--- config.mk ---
export PLATFORM = sky130hd
export DESIGN_NAME = mdu_sched
export DESIGN_NICKNAME = d
export VERILOG_FILES = /design/src/rtl/mdu_sched.sv
export SDC_FILE = /design/constraint.sdc
export NUM_CORES = 1
export LEC_CHECK = 0
export ABC_AREA = 1
export CAP_MARGIN = 5
export CELL_PAD_IN_SITES_DETAIL_PLACEMENT = 0
export CELL_PAD_IN_SITES_GLOBAL_PLACEMENT = 1
export CORE_MARGIN = 1.5
export CORE_UTILIZATION = 42
export CTS_BUF_LIST = sky130_fd_sc_hd__clkbuf_8
export CTS_CLUSTER_SIZE = 10
export DETAILED_ROUTE_END_ITERATION = 8
export PLACE_DENSITY = 0.88
export SLEW_MARGIN = 20
export SYNTH_ARGS = -nofsm -noshare
export SYNTH_HDL_FRONTEND = slang
export SYNTH_SLANG_ARGS = --single-unit
--- constraint.sdc ---
create_clock -name clk -period 5 [get_ports clk]
set_input_delay 1 -clock clk [delete_from_list [all_inputs] [get_ports clk]]
set_output_delay 1 -clock clk [all_outputs]
set_load 0.03 [all_outputs]
--- src/rtl/mdu_sched.sv ---
// mdu_sched: 2-entry issue queue that launches MDU operations one at a time.
// Ports: clk/reset, issue_* (E stage), mdu_* (MDU), hilo_rd_ready/sched_busy/pending (stall).
module mdu_sched (
  input  logic        clk,
  input  logic        reset,
  input  logic        issue_valid,
  input  logic [2:0]  issue_op,
  input  logic [31:0] issue_rs,
  input  logic [31:0] issue_rt,
  output logic        issue_ready,
  output logic        mdu_start,
  output logic [2:0]  mdu_op,
  output logic [31:0] mdu_a,
  output logic [31:0] mdu_b,
  input  logic        mdu_busy,
  output logic        hilo_rd_ready,
  output logic        sched_busy,
  output logic [1:0]  pending
);

  typedef enum logic [1:0] {
    IDLE,
    LAUNCH,
    WAIT
  } state_t;

  state_t      state;
  logic [2:0]  q_op [2];
  logic [31:0] q_a  [2];
  logic [31:0] q_b  [2];
  logic        wp;
  logic        rp;
  logic [1:0]  count;
  logic        legal;
  logic        push;
  logic        pop;

  assign legal = (issue_op != 3'd0) && (issue_op != 3'd7);

  // Readiness comes from the registered count only: no credit from a pop.
  assign issue_ready   = (count != 2'd2);
  assign push          = issue_valid && issue_ready && legal;
  assign pop           = (state == IDLE) && (count != 2'd0);
  assign hilo_rd_ready = (state == IDLE) && (count == 2'd0);
  assign sched_busy    = !hilo_rd_ready;
  assign pending       = count;

  // Payload storage needs no reset; count/pointers qualify it.
  always_ff @(posedge clk) begin
    if (push) begin
      q_op[wp] <= issue_op;
      q_a[wp]  <= issue_rs;
      q_b[wp]  <= issue_rt;
    end
  end

  always_ff @(posedge clk) begin
    if (reset) begin
      state     <= IDLE;
      count     <= 2'd0;
      wp        <= 1'b0;
      rp        <= 1'b0;
      mdu_start <= 1'b0;
      mdu_op    <= 3'd0;
      mdu_a     <= 32'd0;
      mdu_b     <= 32'd0;
    end else begin
      if (push) wp <= ~wp;
      if (pop)  rp <= ~rp;
      unique case (1'b1)
        push && !pop: count <= count + 2'd1;
        pop && !push: count <= count - 2'd1;
        default:      count <= count;
      endcase
      mdu_start <= 1'b0;
      unique case (state)
        IDLE: begin
          if (pop) begin
            mdu_op    <= q_op[rp];
            mdu_a     <= q_a[rp];
            mdu_b     <= q_b[rp];
            mdu_start <= 1'b1;
            state     <= LAUNCH;
          end
        end
        LAUNCH: state <= WAIT;
        WAIT: begin
          if (!mdu_busy) state <= IDLE;
        end
        default: state <= IDLE;
      endcase
    end
  end

endmodule
==> impl_results.md <==
- Max Root-Sink Buffers: 3
- TNS Setup: 0 ns
- Sequential share of power: 39.6%
- Worst Hold Path EP: mdu_a[3]
- CP max-delay cell: clkdlybuf4s50_1
- # rows: 48
- Final WS setup: 1.77 ns
- Yosys top cell area share: 53.5%
- Area of the mapped netlist: 7520 µm²
- Largest net degree at the start of global routing: 72
- Flop2flop setup slack: 2.55 ns
- Non-Filler Instances: approximately 1,100
- Mux share of post-synthesis cell area: 0%
- P_sw: 2.16 mW
- Fin. Hold Viols: 0
- Gr ovfl total: 0
- Setup bufs post-CTS: 0
- Ys async rst share: 0%
- Top cells by area, synth: edfxtp_1 (54%), dfxtp_1 (20%), nand2_1 (10%), nor2_1 (6.7%), o21ai_0 (4.4%)
- Worst-Margin Slew: 1.07 ns
- WP data required: approximately 4 ns
- Post-layout power: 5.84 mW
- Iter 0 DRT Violations: 332
- Worst Hold Launch: mdu_a[3]
- CTS tree: built
- Antenna Nets Post-Route: 0
- Worst path buffer plus inverter count: 2
- CP delay by family, top: buffers and inverters
- Status: complete, no violations
- HPWL Detailed: 9350 µm
- Worst slack, placed: 1.72 ns
- Hold Path Depth: 2
- R2r startpoint: pending[1]
- Drt pass-1 iters: 4
- Cell Area, Placed: 9110 µm²
- Initial antenna violation count: 0
- Number of synthesized flops with an enable pin: approximately 130
- CTS Buf Count: 34
- Max Clk Rate: 0.310 GHz
- Critical path type: reg2out
- DIE WIDTH: 137 µm
- Synthesized-area fraction occupied by adder cells: less than 1%
- Cell with the most instances after synthesis: nand2_1
- Clock insertion delay at the later pin of the skew report: 0.51 ns
- XOR/XNOR Fraction of Synth Area: 0%
- Gate power share: 36.3%
- Layout cells sized above 1: under 10%
- CP max stage delay: a little under 0.8 ns
- Sink Count: ~210
- Syn_nets: roughly 760
- IO Port Bufs: 143
- RSZ-0062 raised after global routing: false
- Slew headroom: 28.9%
- NumNets Final: 913
- Vias: 5,035
- CP Capture Type: output port
- Fill cells: roughly 1,500
- #FFs+latches synth: 208
- CTS Hold Bufs: 0
- Core area: 17,400 µm²
- GP Congestion: 0.722
- Layout area overhead: 30.0%
- Int Pwr: 3.68 mW
- DRC: 0
- Synth cell types: 21
- Initial core utilization: 43.2%
- First-pass GRT wire length: between 20,000 and 25,000 µm
- Critical Path, Cell by Cell: nor2_4, inv_1, nor3_1, clkdlybuf4s50_1
- Register clock-pin slew on the reported worst setup and hold paths: ~0.07 ns
- Design Area, Final: 9770 µm²
- Number of global-route vias before repair: 4,869
- Routed wire per std cell: between 10 and 15 µm
- Reg2reg end: pending[1]
- Max Cap Viol: 0
- Commonest cells in the netlist: nand2_1 (210), edfxtp_1 (134), nor2_1 (134), dfxtp_1 (74), o21ai_0 (66)
- Cell taking the most area after synthesis: edfxtp_1
- Startpoint type of the worst setup path: flip-flop
- Register area share after synthesis: roughly 73%
- ANT cells: 0
- Final critical-path share of the clock period: 64.6%
- Switching Share: 37.0%
- Peak supply drop: 302 µV
- Post-Syn Instances: 690
- Die ar.: 18,700 µm²
- Simple-Gate Fraction of Synth Area: 18.4%
- Leakage: 3.85 nW
- Clock Power Share: 24.2%
- Dpl cells: 1,030
- Largest family of logic cells by synthesized area: simple AND/OR/NAND/NOR gates
- Die Y: approximately 140 µm
- Top FF cell, synth: edfxtp_1
- Setup violators final: 0
- Compound-cell area share of the yosys netlist: roughly 5.1%
- DR vias/cell: 4.61
- CTS resizes: 0
- Final Max Slew Viols: 0
- Worst Path Max Fanout: 3
- Syn Area/Cell: roughly 11 µm²
- I/O pin total: 144
- Yosys Warn Count: 0
- Tightest Hold Check Type: reg2reg
- CP arrival: between 2 and 2.5 ns
- CTS Root Cell: clkbuf_8
- H-tree depth: 2
- Tot GR Track Use: 17.1%
- Pwr per Cell Area: 597 nW/µm²
- Final min period: 3.23 ns
- Clock Skew: 0.0262 ns
- Post-Route WL: 15,600 µm
- Cells on worst reg2reg path: 8
registers in the layout, indices dropped and copies added, names as in the netlist:
register	flops
q_op	6
q_b	64
mdu_op	3
q_a	64
mdu_start	1
rp	1
pending	2
wp	1
mdu_a	32
mdu_b	32
state	2
per-stage QoR:
step / hold WS, ns / utilization (%)
after floorplan: 0.476 / -
after global placement: 0.464 / 52.3
after detailed placement: 0.471 / 52.3
after CTS: 0.485 / 56.1
after global routing: 0.490 / 56.1
final: 0.480 / 56.1
routing by layer:
metal / routed length, µm / track usage [%] / share of wire, %
met1: 7040 / 22.4 / 45
met2: 7410 / 27.7 / 48
met3: 821 / 3.81 / 5.3
met4: 311 / 6.61 / 2.0
met5: 0 / 0 / 0
power by group through the flow:
stage	Sequential [mW]	Combinational [mW]	Clock (mW)
6_report	2.31	2.12	1.41
3_3_place_gp	2.34	2.12	0
5_1_grt	2.34	2.36	1.53
2_1_floorplan	2.68	1.11	0
4_1_cts	2.31	2.16	1.46
3_5_place_dp	2.34	2.15	0
cell usage in the layout (no fill, tap or decap), drive strengths merged, types with 2 or more instances in the layout:
master | Yosys | final
clkinv | 0 | 7
dfxtp | 74 | 74
o21ai | 70 | 70
inv | 12 | 28
edfxtp | 134 | 134
nor2 | 145 | 145
buf | 18 | 8
clkdlybuf4s50 | 0 | 143
nor3 | 2 | 2
clkbuf | 18 | 37
a21oi | 3 | 3
nand2 | 210 | 210
bufinv | 0 | 2
worst min-delay path: stages (launching register included):
cell and delay (ns):
dfxtp_1 0.32, nor2_1 0.05, nor2_1 0.08
layout make-up:
class	instances	area [µm²]	area share [%]
Inverter	12	45.0	0.461
Multi-Input combinational cell	434	1790	18.3
Timing Repair Buffer	151	1490	15.3
Sequential cell	208	5510	56.3
Tap cell	225	282	2.88
Clock inverter	25	150	1.54
Clock buffer	37	509	5.21
how the worst max path moves through the flow:
stage	startpoint	to	slack (ns)	cells after the start
global placement	issue_op[0]	q_a[1][2]	1.77	6
finish	state[1]	hilo_rd_ready	1.77	4
global route	state[1]	hilo_rd_ready	1.64	4
floorplan	issue_op[1]	q_a[0][0]	0.39	5
detailed placement	issue_op[0]	q_b[1][11]	1.72	6
CTS	state[1]	hilo_rd_ready	1.75	4
logic make-up (layout without fill, tap and decap cells):
family                   count (synthesis)  in the layout
buffers and inverters                   48            225
AND/OR/NAND/NOR                        359            359
AO/OA/AOI/OAI                           74             74
adder cells (fa/ha/maj)                  1              1
flip-flops                             208            208
(Power assumes the default switching activity.)
